`src/rtl/dmem_arb_pkg.sv`:
```
// Shared types for the data-memory arbiter: request/response structs,
// owner tags and default parameter values.
package dmem_arb_pkg;

  typedef enum logic {
    OWN_CORE = 1'b0,
    OWN_VEC  = 1'b1
  } dmem_owner_t;

  localparam int DEF_MAX_OUTSTANDING = 4;
  localparam int DEF_STARVE_LIMIT    = 8;
  localparam bit DEF_WRITE_RSP       = 1'b1;

  typedef struct packed {
    logic        valid;
    logic        do_read;
    logic        do_write;
    logic [3:0]  be;
    logic [31:0] addr;
    logic [31:0] wdata;
  } memory_io_req;

  typedef struct packed {
    logic        valid;
    logic [31:0] rdata;
  } memory_io_rsp;

  localparam memory_io_req memory_io_no_req = '0;
  localparam memory_io_rsp memory_io_no_rsp = '0;

  // A granted request occupies an owner slot only if a response will come back.
  function automatic logic needs_rsp(memory_io_req r, bit write_rsp);
    return r.do_read || (write_rsp && r.do_write);
  endfunction

endpackage

```
`src/rtl/dmem_arbiter_if.sv`:
```
// Bus bundle between the two requesters, the arbiter and the memory path.
// Requests are valid-qualified; a request is taken in the cycle its gnt is 1,
// otherwise the requester holds it unchanged. Responses carry their own valid
// and are never back-pressured.
interface dmem_arbiter_if;
  import dmem_arb_pkg::*;

  memory_io_req core_req;
  logic         core_gnt;
  memory_io_rsp core_rsp;
  memory_io_req vec_req;
  logic         vec_gnt;
  memory_io_rsp vec_rsp;
  memory_io_req mem_req;
  memory_io_rsp mem_rsp;

  modport slave (
    input  core_req, vec_req, mem_rsp,
    output core_gnt, core_rsp, vec_gnt, vec_rsp, mem_req
  );

  modport master (
    output core_req, vec_req, mem_rsp,
    input  core_gnt, core_rsp, vec_gnt, vec_rsp, mem_req
  );
endinterface

```
`src/rtl/dmem_owner_fifo.sv`:
```
// One-bit in-order FIFO recording which requester owns each outstanding
// memory request. Supports push and pop in the same cycle, even when full.
module dmem_owner_fifo
  import dmem_arb_pkg::*;
#(
  parameter int DEPTH = DEF_MAX_OUTSTANDING
) (
  input  logic                     clk,
  input  logic                     reset,
  input  logic                     i_push,
  input  dmem_owner_t              i_push_data,
  input  logic                     i_pop,
  output dmem_owner_t              o_head,
  output logic                     o_full,
  output logic                     o_empty,
  output logic [$clog2(DEPTH):0]   o_count
);
  localparam int AW = $clog2(DEPTH);
  localparam int CW = AW + 1;

  dmem_owner_t     r_mem [DEPTH];
  logic [AW-1:0]   r_wr_ptr;
  logic [AW-1:0]   r_rd_ptr;
  logic [CW-1:0]   r_count;
  logic            w_push_ok;
  logic            w_pop_ok;

  assign o_full    = (r_count == CW'(DEPTH));
  assign o_empty   = (r_count == '0);
  assign o_count   = r_count;
  assign o_head    = r_mem[r_rd_ptr];
  // A full FIFO still accepts a push when the head leaves in the same cycle.
  assign w_pop_ok  = i_pop && !o_empty;
  assign w_push_ok = i_push && (!o_full || w_pop_ok);

  always_ff @(posedge clk or posedge reset) begin
    if (reset) begin
      r_wr_ptr <= '0;
      r_rd_ptr <= '0;
      r_count  <= '0;
      for (int i = 0; i < DEPTH; i++) r_mem[i] <= OWN_CORE;
    end else begin
      if (w_push_ok) begin
        r_mem[r_wr_ptr] <= i_push_data;
        r_wr_ptr        <= r_wr_ptr + AW'(1);
      end
      if (w_pop_ok) r_rd_ptr <= r_rd_ptr + AW'(1);
      case ({w_push_ok, w_pop_ok})
        2'b10:   r_count <= r_count + CW'(1);
        2'b01:   r_count <= r_count - CW'(1);
        default: r_count <= r_count;
      endcase
    end
  end
endmodule

```
`src/rtl/dmem_arbiter.sv`:
```
// Shares one data-memory port between the scalar core and the vector unit,
// tracking request owners in order so responses return to their issuer.
module dmem_arbiter
  import dmem_arb_pkg::*;
#(
  parameter int MAX_OUTSTANDING = DEF_MAX_OUTSTANDING,
  parameter int STARVE_LIMIT    = DEF_STARVE_LIMIT,
  parameter bit WRITE_RSP       = DEF_WRITE_RSP
) (
  input  logic                               clk,
  input  logic                               reset,
  dmem_arbiter_if.slave                      bus,
  output logic [$clog2(MAX_OUTSTANDING):0]   inflight,
  output logic                               rsp_orphan,
  output logic [$clog2(STARVE_LIMIT+1)-1:0]  dbg_starve_cnt
);
  localparam int SCW = $clog2(STARVE_LIMIT + 1);

  logic [SCW-1:0]  r_starve_cnt;
  logic            r_orphan;
  logic            w_pop;
  logic            w_push;
  logic            w_can_issue;
  logic            w_vec_forced;
  logic            w_core_gnt;
  logic            w_vec_gnt;
  logic            w_full;
  logic            w_empty;
  dmem_owner_t     w_head;
  dmem_owner_t     w_push_owner;
  memory_io_req    w_sel_req;

  always_comb begin
    w_pop        = bus.mem_rsp.valid && !w_empty;
    w_can_issue  = !w_full || w_pop;
    w_vec_forced = (r_starve_cnt == SCW'(STARVE_LIMIT));
    w_core_gnt   = w_can_issue && bus.core_req.valid
                   && !(bus.vec_req.valid && w_vec_forced);
    w_vec_gnt    = w_can_issue && bus.vec_req.valid && !w_core_gnt;
    w_sel_req    = memory_io_no_req;
    if (w_core_gnt)     w_sel_req = bus.core_req;
    else if (w_vec_gnt) w_sel_req = bus.vec_req;
    w_push       = (w_core_gnt || w_vec_gnt) && needs_rsp(w_sel_req, WRITE_RSP);
    w_push_owner = w_vec_gnt ? OWN_VEC : OWN_CORE;
  end

  // Responses arrive in issue order, so the FIFO head always names the owner.
  always_comb begin
    bus.core_gnt = w_core_gnt;
    bus.vec_gnt  = w_vec_gnt;
    bus.mem_req  = w_sel_req;
    bus.core_rsp = memory_io_no_rsp;
    bus.vec_rsp  = memory_io_no_rsp;
    if (w_pop) begin
      if (w_head == OWN_VEC) bus.vec_rsp  = bus.mem_rsp;
      else                   bus.core_rsp = bus.mem_rsp;
    end
  end

  dmem_owner_fifo #(
    .DEPTH (MAX_OUTSTANDING)
  ) u_owner_fifo (
    .clk         (clk),
    .reset       (reset),
    .i_push      (w_push),
    .i_push_data (w_push_owner),
    .i_pop       (w_pop),
    .o_head      (w_head),
    .o_full      (w_full),
    .o_empty     (w_empty),
    .o_count     (inflight)
  );

  always_ff @(posedge clk or posedge reset) begin
    if (reset) begin
      r_starve_cnt <= '0;
      r_orphan     <= 1'b0;
    end else begin
      if (!bus.vec_req.valid || w_vec_gnt)
        r_starve_cnt <= '0;
      else if (w_core_gnt && !w_vec_forced)
        r_starve_cnt <= r_starve_cnt + SCW'(1);
      if (bus.mem_rsp.valid && w_empty)
        r_orphan <= 1'b1;
    end
  end

  assign rsp_orphan     = r_orphan;
  assign dbg_starve_cnt = r_starve_cnt;
endmodule

```
`src/flat_wrapper.sv`:
```
// flat-port wrapper written by rule: the top's interface ports become plain ports
module dmem_arbiter_flat import dmem_arb_pkg::*;
#(
  parameter int MAX_OUTSTANDING = DEF_MAX_OUTSTANDING,
  parameter int STARVE_LIMIT    = DEF_STARVE_LIMIT,
  parameter bit WRITE_RSP       = DEF_WRITE_RSP
)
  (clk, reset, inflight, rsp_orphan, dbg_starve_cnt, bus_core_req, bus_vec_req, bus_mem_rsp, bus_core_gnt, bus_core_rsp, bus_vec_gnt, bus_vec_rsp, bus_mem_req);
  dmem_arbiter_if bus_i ();
  input  logic clk;
  input  logic reset;
  output logic [$clog2(MAX_OUTSTANDING):0] inflight;
  output logic rsp_orphan;
  output logic [$clog2(STARVE_LIMIT+1)-1:0] dbg_starve_cnt;
  input wire logic [$bits(bus_i.core_req)-1:0] bus_core_req;
  input wire logic [$bits(bus_i.vec_req)-1:0] bus_vec_req;
  input wire logic [$bits(bus_i.mem_rsp)-1:0] bus_mem_rsp;
  output wire logic [$bits(bus_i.core_gnt)-1:0] bus_core_gnt;
  output wire logic [$bits(bus_i.core_rsp)-1:0] bus_core_rsp;
  output wire logic [$bits(bus_i.vec_gnt)-1:0] bus_vec_gnt;
  output wire logic [$bits(bus_i.vec_rsp)-1:0] bus_vec_rsp;
  output wire logic [$bits(bus_i.mem_req)-1:0] bus_mem_req;
  assign bus_i.core_req = bus_core_req;
  assign bus_i.vec_req = bus_vec_req;
  assign bus_i.mem_rsp = bus_mem_rsp;
  assign bus_core_gnt = bus_i.core_gnt;
  assign bus_core_rsp = bus_i.core_rsp;
  assign bus_vec_gnt = bus_i.vec_gnt;
  assign bus_vec_rsp = bus_i.vec_rsp;
  assign bus_mem_req = bus_i.mem_req;
  dmem_arbiter #(.MAX_OUTSTANDING(MAX_OUTSTANDING), .STARVE_LIMIT(STARVE_LIMIT), .WRITE_RSP(WRITE_RSP)) u_core (.clk(clk), .reset(reset), .bus(bus_i), .inflight(inflight), .rsp_orphan(rsp_orphan), .dbg_starve_cnt(dbg_starve_cnt));
endmodule
```
`config.mk`:
```
export PLATFORM = sky130hd
export DESIGN_NAME = dmem_arbiter_flat
export DESIGN_NICKNAME = d
export VERILOG_FILES = /design/src/rtl/dmem_arb_pkg.sv /design/src/rtl/dmem_arbiter_if.sv /design/src/rtl/dmem_owner_fifo.sv /design/src/rtl/dmem_arbiter.sv /design/src/flat_wrapper.sv
export SDC_FILE = /design/constraint.sdc
export NUM_CORES = 1
export LEC_CHECK = 0
export ABC_CLOCK_PERIOD_IN_PS = 2500
export CAP_MARGIN = 20
export CELL_PAD_IN_SITES_DETAIL_PLACEMENT = 2
export CELL_PAD_IN_SITES_GLOBAL_PLACEMENT = 2
export CORE_UTILIZATION = 10
export CTS_CLUSTER_DIAMETER = 120
export DETAILED_ROUTE_END_ITERATION = 10
export GPL_TIMING_DRIVEN = 0
export PLACE_DENSITY = 0.95
export SYNTH_ARGS = -nofsm -noshare
export SYNTH_HDL_FRONTEND = slang
export SYNTH_SLANG_ARGS = --single-unit
```
`constraint.sdc`:
```
create_clock -name clk -period 2.5 [get_ports clk]
set_input_delay 0.5 -clock clk [delete_from_list [all_inputs] [get_ports clk]]
set_output_delay 0.5 -clock clk [all_outputs]
set_load 0.01 [all_outputs]
```
==> results of run 1 <==
==> what timing repair did <==
item,in CTS,in global routing
pin swaps,45,33
cloned,9,1
endpoints found under the setup margin,142,135
hold buffers,0,0
gates resized for setup,584,117
setup buffers,52,21
==> how the worst max path moves through the flow <==
stage	cells past startpoint	end	slack, ns
after floorplan	10	u_core.u_owner_fifo.o_count[2]$_DFFE_PP0P_	0.04
after global placement	7	bus_mem_req[26]	-1.34
after detailed placement	7	bus_mem_req[23]	-1.31
after CTS	10	bus_mem_req[3]	-0.20
after global routing	11	bus_mem_req[9]	-0.29
final	13	u_core.u_owner_fifo.o_count[2]$_DFFE_PP0P_	-0.20
==> state kept, by name, indices dropped and copies added, names as in the netlist <==
register and count:
u_core.u_owner_fifo.r_rd_ptr 2, u_core.u_owner_fifo.r_mem 4, u_core.dbg_starve_cnt 4, u_core.rsp_orphan 1, u_core.u_owner_fifo.r_wr_ptr 2, u_core.u_owner_fifo.o_count 3
==> power by group through the flow <==
stage          clock, uW  combinational [uW]  sequential (uW)
6_report             355                3650              472
5_1_grt              377                3880              488
4_1_cts              366                3100              469
3_5_place_dp           0                2730              472
3_3_place_gp           0                2620              468
2_1_floorplan          0                1130              463
==> routing by layer <==
metal	wire length (um)	vias to the layer above	track usage [%]	part of all wire, %
met4	571	0	5.11	3.1
met1	6850	1829	17.9	38
li1	-	1728	-	-
met2	10200	131	30.6	56
met3	656	31	2.42	3.6
met5	0	-	0	0
==> logic make-up after synthesis <==
family                     Yosys count  synth area share [%]
adders and majority gates            8                  5.27
and+or+nand+nor                     89                  26.5
AOI/OAI and AO/OA                   85                  35.8
muxes                                4                  2.69
DFF                                 16                  19.6
xor gates and xnor gates             7                  3.00
buffers and inverters               37                  7.16
==> per-stage QoR <==
stage	area, um2	hold WS (ns)
after floorplan	2060	0.414
final	6600	0.504
after global routing	6600	0.530
after global placement	5620	0.462
after detailed placement	5620	0.455
after CTS	6190	0.476
==> layout by cell type (no fill, tap or decap), types with 11 or more instances in the layout <==
cell type	instances
a22o_1	72
and2_1	17
and2_4	18
and3_1	31
buf_2	71
buf_4	29
buf_6	67
buf_8	20
clkdlybuf4s50_1	182
dfrtp_1	13
inv_1	11
==> critical path: cells and delay by family (launching register included) <==
kind | cells | cell delay [ns]
XOR/XNOR | 2 | 0.36
AND/OR/NAND/NOR | 2 | 0.49
flip-flops | 1 | 0.44
adder cells (fa/ha/maj) | 2 | 0.58
AO/OA/AOI/OAI | 2 | 0.21
buffers and inverters | 5 | 0.54
==> final cells by class <==
class                   count  area (um2)  area share (%)
multi-input cells         193        1630            24.8
plain buffers              19         279            4.23
inverters                  13        48.8           0.739
flip-flops and latches     16         404            6.12
diodes                      2        5.00          0.0758
repair buffers            403        3810            57.7
clock buffers               4        88.8            1.35
well taps                 265         332            5.02
==> cells in the mapped netlist (all sizes together) <==
cell     number
a22o         74
and2         35
and3         32
clkbuf       18
dfrtp        16
inv          13
ha            7
nand2         7
buf           6
nor2          6
xnor2         5
a21oi         3
a21o          2
a22oi         2
mux2          2
nor3          2
o21ai         2
xor2          2
a2111oi       1
a211oi        1
and3b         1
fa            1
mux2i         1
mux4          1
nand2b        1
nand3         1
nand3b        1
nor2b         1
nor4          1
nor4b         1
==> results.json, run 1 <==
{
  "drv_cap": 0,
  "ys_seq_area_share_pct": 19.6,
  "die-area_mm2": 0.0210,
  "path_clk_slew_ns": 0.05,
  "worst-setup-path-type": "reg -> reg",
  "routed_via_density": 4.06,
  "cts_tree": "done",
  "worst_r2r_path_depth": 13,
  "p_clk_share_pct": 7.9,
  "yosysUniqueCellTypes": 31,
  "grt_pass1_wl_um": 26000,
  "switching_share_pct": 39.1,
  "p_total_uw": 4470,
  "fin_util_pct": 33.5,
  "hold_viol_final": 0,
  "setup_tns_ns": -7.20,
  "boundaryPins": 324,
  "p_comb_share_pct": 81.5,
  "syn_area_mm2": 0.00204,
  "fp-row-count": 51,
  "crit_chain": "nor4b_4 -> buf_6 -> a211oi_4 -> buf_4 -> buf_6 -> a21o_1 -> inv_1 -> ha_2 -> inv_2 -> fa_2 -> xor2_1 -> nor2_1 -> xor2_1",
  "drtAntennaViolNets": 0,
  "stdcell_count": 915,
  "r2r-start": "u_core.u_owner_fifo.o_count[1]$_DFFE_PP0P_",
  "run_status": "complete, but fails checks",
  "reg2reg_to": "u_core.u_owner_fifo.o_count[2]$_DFFE_PP0P_",
  "worstSetupStartpointType": "flip-flop",
  "clockBufferDepth": 2,
  "drv_slew": 0,
  "die_w_um": 145,
  "yosysTopAreaCell": "a22o_1",
  "crit_arrival_ns": 2.87,
  "yosys.area.top_type_share_pct": 31.7,
  "hold_depth": 1,
  "worstSetupEndpointType": "flip-flop",
  "nFillCells": 2176,
  "initial_utilization_pct": 10.4,
  "dp_hpwl_um": 13300,
  "h-tree-depth": 1,
  "antenna_found_initial": 2,
  "min_to": "u_core.rsp_orphan$_DFFE_PP0P_",
  "synth_area_leaders": "a22o_1, dfrtp_1, and2_1",
  "powerDensity_mw_per_mm2": 678,
  "slowest_delay_ns": 0.44,
  "port_buffers": 323,
  "min_from": "u_core.rsp_orphan$_DFFE_PP0P_",
  "floorplan.die.height_um": 145,
  "violations": "negative setup slack",
  "final.setup_skew_ns": 0.000991,
  "leakagePower_uw": 0.00328,
  "wl_um": 18200,
  "period_needed_ns": 2.70,
  "firstDrtPassIters": 4,
  "drtIter0Drc": 88,
  "clock-sinks": 16,
  "placed_cells": 834,
  "ys.warnings.count": 0,
  "p_int_uw": 2720,
  "dp_slack_ns": -1.31,
  "synth_nets": 431,
  "max_slew_margin_pct": 57.1,
  "drc": 0,
  "routabilityCongestion": 0.851,
  "wl_per_cell_um": 19.9,
  "vias": 3719,
  "netlist_instances": 246,
  "clk-insertion-delay-late_ns": 0.25,
  "cts-root-buf": "clkbuf_16",
  "grt.overflow.total": 0,
  "finalSetupViolations": 80,
  "max_freq_ghz": 0.370,
  "min-delay-path-class": "reg -> reg",
  "core_region_area_mm2": 0.0197,
  "ir_worst_vdd_mv": 0.276,
  "fin_ws_ns": -0.202,
  "syn_to_final_growth_pct": 223,
  "critPathMaxFanout": 5,
  "pwr-share-seq_pct": 10.6,
  "avgSynthCellArea_um2": 8.31,
  "rsz0062_at_grt": "true",
  "fin_nets": 834,
  "tightest_slew_ns": 0.643,
  "cts_buffers": 3,
  "layout-drive-gt1-share_pct": 40.9,
  "crit_slowest_cell": "dfrtp_2",
  "grt_max_degree": 17,
  "track_usage_pct": 16.0,
  "ys_seq_elements": 16,
  "grt_pass1_vias": 4194,
  "p_switching_uw": 1750,
  "critPathRequiredTime_ns": 2.67,
  "setup.worst_path.start": "u_core.u_owner_fifo.o_count[1]$_DFFE_PP0P_",
  "fin_crit_sh_pct": 108,
  "rrSetupSlack_ns": -0.20
}
Note: power is estimated with default switching activity, not from simulation.
==> run 2: changes to the inputs <==
- CORE_ASPECT_RATIO: not set -> 1.5
==> results.json, run 2 (same netlist as run 1, synthesis figures left out) <==
{
  "port_buffers": 323,
  "clk-insertion-delay-late_ns": 0.25,
  "drc": 0,
  "p_int_uw": 2680,
  "fin_nets": 815,
  "h-tree-depth": 1,
  "multi_input_area_mm2": 0.00165,
  "firstDrtPassIters": 4,
  "track_usage_pct": 17.5,
  "layout-drive-gt1-share_pct": 40.7,
  "slowest_delay_ns": 0.36,
  "pwr-share-seq_pct": 10.6,
  "syn_to_final_growth_pct": 212,
  "crit_slowest_cell": "dfrtp_1",
  "antenna_found_initial": 4,
  "cp_top_family": "buffers and inverters",
  "clock-sinks": 16,
  "worstSetupStartpointType": "flip-flop",
  "powerDensity_mw_per_mm2": 686,
  "initial_utilization_pct": 10.3,
  "placed_cells": 829,
  "fin_util_pct": 32.1,
  "grt_pass1_wl_um": 26900,
  "regArea_um2": 402,
  "cts_buffers": 3,
  "crit_arrival_ns": 2.17,
  "crit_chain": "inv_1 -> ha_2 -> and3b_2 -> a21oi_2 -> nor2b_4 -> buf_6 -> buf_12 -> buf_16 -> buf_6 -> a22o_1 -> buf_6",
  "crit_top_cell": "buf_6",
  "grt_pass1_vias": 4163,
  "final.setup_skew_ns": 0.00704,
  "vias": 3758,
  "switching_share_pct": 38.8,
  "boundaryPins": 324,
  "stdcell_count": 892,
  "clockBufferDepth": 2,
  "p_comb_share_pct": 81.4,
  "wl_per_cell_um": 21.4,
  "run_status": "complete, but fails checks",
  "grt.overflow.total": 0,
  "wl_um": 19100,
  "path_clk_slew_ns": 0.06,
  "hold_buffers": 0,
  "hold_viol_final": 0,
  "tightest_slew_ns": 0.641,
  "min-delay-path-class": "reg -> reg",
  "routabilityCongestion": 0.810,
  "grt_max_degree": 17,
  "critPathMaxFanout": 7,
  "drtAntennaViolNets": 0,
  "floorplan.die.height_um": 177,
  "dp_slack_ns": -1.24,
  "core_region_area_mm2": 0.0199,
  "die_w_um": 119,
  "period_needed_ns": 2.67,
  "worstSetupEndpointType": "output pin",
  "cts_tree": "done",
  "drv_cap": 0,
  "critPathRequiredTime_ns": 2.00,
  "nFillCells": 2191,
  "die-area_mm2": 0.0210,
  "p_switching_uw": 1700,
  "drv_slew": 0,
  "cts-root-buf": "clkbuf_16",
  "finalSetupViolations": 79,
  "drtIter0Drc": 52,
  "critPathBufInv": 6,
  "p_total_uw": 4380,
  "max_slew_margin_pct": 57.2,
  "fp-row-count": 63,
  "max_freq_ghz": 0.375,
  "routed_via_density": 4.21,
  "violations": "negative setup slack",
  "setup_tns_ns": -5.42,
  "worst-setup-path-type": "reg -> out",
  "fin_ws_ns": -0.168,
  "leakagePower_uw": 0.00313,
  "rsz0062_at_grt": "true",
  "ir_worst_vdd_mv": 0.224,
  "fin_crit_sh_pct": 107,
  "final_cell_mix": "clkdlybuf4s50_1, buf_2, a22o_1",
  "dp_hpwl_um": 15300,
  "p_clk_share_pct": 8.0,
  "final_common_cell": "clkdlybuf4s50_1"
}
==> run 2: cell count changes in the layout (fill, tap and decap cells not counted), moves of 3 or more <==
| cell | before | now |
|---|---|---|
| buf_4 | 29 | 24 |
| clkbuf_16 | 7 | 10 |
| buf_2 | 71 | 84 |
| and2_4 | 18 | 26 |
| clkbuf_2 | 10 | 5 |
| clkdlybuf4s15_2 | 9 | 0 |
| and3_4 | 1 | 4 |
| buf_6 | 67 | 57 |
| buf_12 | 4 | 7 |
| and2_1 | 17 | 9 |
| buf_8 | 20 | 12 |
| dlymetal6s2s_1 | 5 | 2 |
| and3_1 | 31 | 28 |
==> run 2: cell type report <==
type	instances	share of cell area, %
diodes	3	0.118
plain buffers	24	5.82
clock buffers	4	1.39
inverters	13	0.764
multi-input cells	193	25.8
flip-flops and latches	16	6.29
well taps	260	5.10
repair buffers	379	54.7
==> run 2: final timing paths <==
path                                                       from  cells after the start                                          to  slack (ns)
max                        u_core.dbg_starve_cnt[0]$_DFFE_PP0P_                     11                             bus_mem_req[26]       -0.17
min                               u_core.rsp_orphan$_DFFE_PP0P_                      1               u_core.rsp_orphan$_DFFE_PP0P_        0.48
max reg2reg                u_core.dbg_starve_cnt[0]$_DFFE_PP0P_                     13  u_core.u_owner_fifo.o_count[2]$_DFFE_PP0P_        0.02
min reg2reg                       u_core.rsp_orphan$_DFFE_PP0P_                      1               u_core.rsp_orphan$_DFFE_PP0P_        0.48
max in group asynchronous                                 reset                      2  u_core.u_owner_fifo.o_count[0]$_DFFE_PP0P_        1.41
min in group asynchronous                                 reset                      2               u_core.rsp_orphan$_DFFE_PP0P_        0.65
==> run 2: routing by layer <==
| layer | up-vias | routed length (um) | global-route usage [%] |
|---|---|---|---|
| li1 | 1692 | - | - |
| met1 | 1776 | 7000 | 18.6 |
| met2 | 265 | 10100 | 33.3 |
| met3 | 23 | 1560 | 4.70 |
| met4 | 2 | 460 | 4.91 |
| met5 | - | 13 | 0 |
==> run 2: power groups by stage <==
stage | combinational, uW | sequential [uW] | clock (uW)
2_1_floorplan | 1130 | 463 | 0
3_3_place_gp | 2640 | 466 | 0
3_5_place_dp | 2730 | 476 | 0
4_1_cts | 3180 | 465 | 357
5_1_grt | 3780 | 476 | 363
6_report | 3560 | 465 | 352
==> run 2: worst register-to-register path: stages (launching register included) <==
cell and delay [ns]:
dfrtp_1 0.36, inv_1 0.07, ha_2 0.19, and3b_2 0.23
buf_4 0.15, a2111oi_4 0.38, a21o_1 0.15, inv_1 0.05
ha_2 0.18, inv_2 0.06, fa_2 0.19, xor2_1 0.14
nor2_1 0.07, xor2_1 0.14
==> run 2: repair_timing <==
action / in CTS / in global routing
pin swaps: 33 / 27
setup buffers: 35 / 8
endpoints found under the setup margin: 142 / 118
gates resized for setup: 617 / 88
gates cloned: 11 / 2
endpoints found under the hold margin: 0 / 0
==> run 2: through the flow <==
| step | hold slack (ns) | area, um2 |
|---|---|---|
| finish | 0.475 | 6380 |
| global route | 0.504 | 6380 |
| CTS | 0.476 | 6030 |
| detailed placement | 0.466 | 5610 |
| global placement | 0.443 | 5610 |
| floorplan | 0.414 | 2060 |
==> run 3: changes to the inputs <==
- PLACE_DENSITY: 0.95 -> 0.92
- SYNTH_HIERARCHICAL: not set -> 1
==> results.json, run 3 <==
{
  "synth_area_leaders": "a22oi_1, dfrtp_1, nor2_1",
  "worstSetupEndpointType": "output pin",
  "max_slew_margin_pct": 69.3,
  "critPathRequiredTime_ns": 2.00,
  "hold-worst-slack_ns": 0.465,
  "synth_fa_ha_area_share_pct": 4.63,
  "setup.worst_path.start": "u_core/dbg_starve_cnt[1]$_DFFE_PP0P_",
  "drtIter0Drc": 93,
  "antenna_found_initial": 2,
  "min_from": "u_core/rsp_orphan$_DFFE_PP0P_",
  "die_w_um": 126,
  "min-delay-path-class": "reg -> reg",
  "path_clk_slew_ns": 0.05,
  "final_cell_mix": "clkdlybuf4s50_1, buf_2, a22oi_2",
  "cts_buffers": 3,
  "syn_to_final_growth_pct": 209,
  "max_freq_ghz": 0.374,
  "synth_top_family_by_area": "simple AND/OR/NAND/NOR gates",
  "drc": 0,
  "synth_edf_count": 0,
  "fin_nets": 915,
  "leakagePower_uw": 0.00325,
  "rsz0062_at_grt": "true",
  "dp_hpwl_um": 14700,
  "clockBufferDepth": 2,
  "ys_seq_elements": 16,
  "wl_per_cell_um": 20.3,
  "yosys.area.top_type_share_pct": 22.6,
  "grt.overflow.total": 0,
  "synth.top_cells.by_count": "nor2_1, a22oi_1, and2_1, and3_1",
  "nFillCells": 2521,
  "clock-sinks": 16,
  "hold_buffers": 0,
  "yosysTopAreaCell": "a22oi_1",
  "multi_input_area_mm2": 0.00223,
  "hold_viol_final": 0,
  "drtAntennaViolNets": 0,
  "fin_crit_sh_pct": 107,
  "cts-root-buf": "clkbuf_16",
  "clk-insertion-delay-late_ns": 0.25,
  "synth-main-ff-cell": "dfrtp_1",
  "routabilityCongestion": 0.755,
  "ys.warnings.count": 6,
  "synth_compound_area_share_pct": 25.8,
  "run_status": "complete, but fails checks",
  "vias": 4343,
  "firstDrtPassIters": 4,
  "floorplan.die.height_um": 189,
  "powerDensity_mw_per_mm2": 604,
  "grt_pass1_vias": 4844,
  "r2r-start": "u_core/dbg_starve_cnt[1]$_DFFE_PP0P_",
  "track_usage_pct": 16.0,
  "regArea_um2": 407,
  "synth-simple-area-share_pct": 37.7,
  "final.setup_skew_ns": 0.00143,
  "wl_um": 20500,
  "drv_cap": 0,
  "boundaryPins": 324,
  "violations": "negative setup slack",
  "synthXorXnorAreaFrac_pct": 2.26,
  "h-tree-depth": 1,
  "worstSetupStartpointType": "flip-flop",
  "die-area_mm2": 0.0239,
  "core_region_area_mm2": 0.0229,
  "worst-setup-path-type": "reg -> out",
  "ir_worst_vdd_mv": 0.297,
  "cts_tree": "done",
  "fp-row-count": 68,
  "ys_async_sr_fraction_pct": 100,
  "synthMuxAreaShare_pct": 3.98,
  "fin_ws_ns": -0.175,
  "initial_utilization_pct": 10.2,
  "netlist_instances": 331,
  "drv_slew": 0,
  "tightest_slew_ns": 0.460,
  "layout-drive-gt1-share_pct": 45.5,
  "period_needed_ns": 2.67,
  "finalSetupViolations": 87,
  "grt_max_degree": 12,
  "grt_pass1_wl_um": 29000,
  "dp_slack_ns": -1.15,
  "port_buffers": 323,
  "synth_nets": 516,
  "syn_area_mm2": 0.00232,
  "final_common_cell": "clkdlybuf4s50_1",
  "routed_via_density": 4.30,
  "yosysUniqueCellTypes": 36,
  "critPathMaxFanout": 6,
  "yosys.cell_count.top_type": "nor2_1",
  "crit_arrival_ns": 2.17,
  "ys_seq_area_share_pct": 17.2,
  "avgSynthCellArea_um2": 7.02
}
[run 3: changes by cell type after synthesis, sizes merged, moves of 2 or more]
cell / before / now
a21oi: 3 / 5
a22o: 74 / 0
a22oi: 2 / 70
buf: 6 / 17
clkbuf: 18 / 16
inv: 13 / 11
mux2: 2 / 5
nand2: 7 / 9
nor2: 6 / 78
nor2b: 1 / 3
or4b: 0 / 2
xnor2: 5 / 3
[run 3: cell type report]
class | instances | share of cell area (%)
plain buffers | 28 | 5.24
flip-flops and latches | 16 | 5.66
well taps | 280 | 4.87
repair buffers | 399 | 51.3
clock buffers | 4 | 1.24
multi-input cells | 271 | 31.0
inverters | 11 | 0.574
diodes | 1 | 0.0348
[run 3: final timing paths]
check                      cells past startpoint  slack (ns)                                    endpoint
max                                           11       -0.17                             bus_mem_req[50]
min                                            1        0.47               u_core/rsp_orphan$_DFFE_PP0P_
max reg2reg                                   16       -0.12  u_core/u_owner_fifo/o_count[2]$_DFFE_PP0P_
min reg2reg                                    1        0.47               u_core/rsp_orphan$_DFFE_PP0P_
max in group asynchronous                      2        1.56  u_core/u_owner_fifo/o_count[0]$_DFFE_PP0P_
min in group asynchronous                      2        0.51        u_core/dbg_starve_cnt[1]$_DFFE_PP0P_
[run 3: report_power, final]
| part | internal [uW] | total [uW] | switching [uW] |
|---|---|---|---|
| clock network | 243 | 347 | 104 |
| registers | 369 | 467 | 97.7 |
| logic | 1900 | 3530 | 1640 |
| total | 2510 | 4350 | 1840 |
[run 3: critical path, stage by stage (launching register included)]
cell      delay, ns
dfrtp_2        0.41
inv_2          0.07
ha_4           0.12
nand3b_1       0.11
buf_4          0.16
o21a_4         0.21
buf_12         0.13
buf_12         0.14
buf_16         0.14
a22oi_2        0.21
nor2_2         0.07
buf_2          0.14
[run 3: kinds of logic after synthesis]
group           count (synthesis)
mux                             7
fa+ha+maj                       8
xor+xnor                        6
buf+inv                        44
compound gates                 82
flops                          16
simple gates                  168
[run 3: layer usage]
metal | GRT usage (%) | vias to the layer above | share of wire (%)
met1 | 14.4 | 2084 | 32
met5 | 0 | - | 0.059
met4 | 3.57 | 2 | 2.3
met2 | 34.0 | 267 | 58
met3 | 4.37 | 24 | 8.4
li1 | - | 1966 | -
[run 3: timing repair]
action,in CTS,in global routing
resized for setup,587,146
endpoints found under the setup margin,146,137
buffers inserted,43,25
gates cloned,9,4
pin swaps,44,58
[run 3: per-stage QoR]
step / setup TNS (ns) / power [uW] / utilization, % / instances / instance area (um2)
6_report: -7.39 / 4350 / 31.4 / 1010 / 7190
2_1_floorplan: -0.00570 / 1710 / - / 331 / 2370
3_5_place_dp: -87.77 / 3370 / 26.0 / 934 / 5950
5_1_grt: -16.18 / 4600 / 31.4 / 1010 / 7190
4_1_cts: -5.55 / 3900 / 30.5 / 988 / 6970
3_3_place_gp: -82.17 / 3270 / 26.0 / 934 / 5950
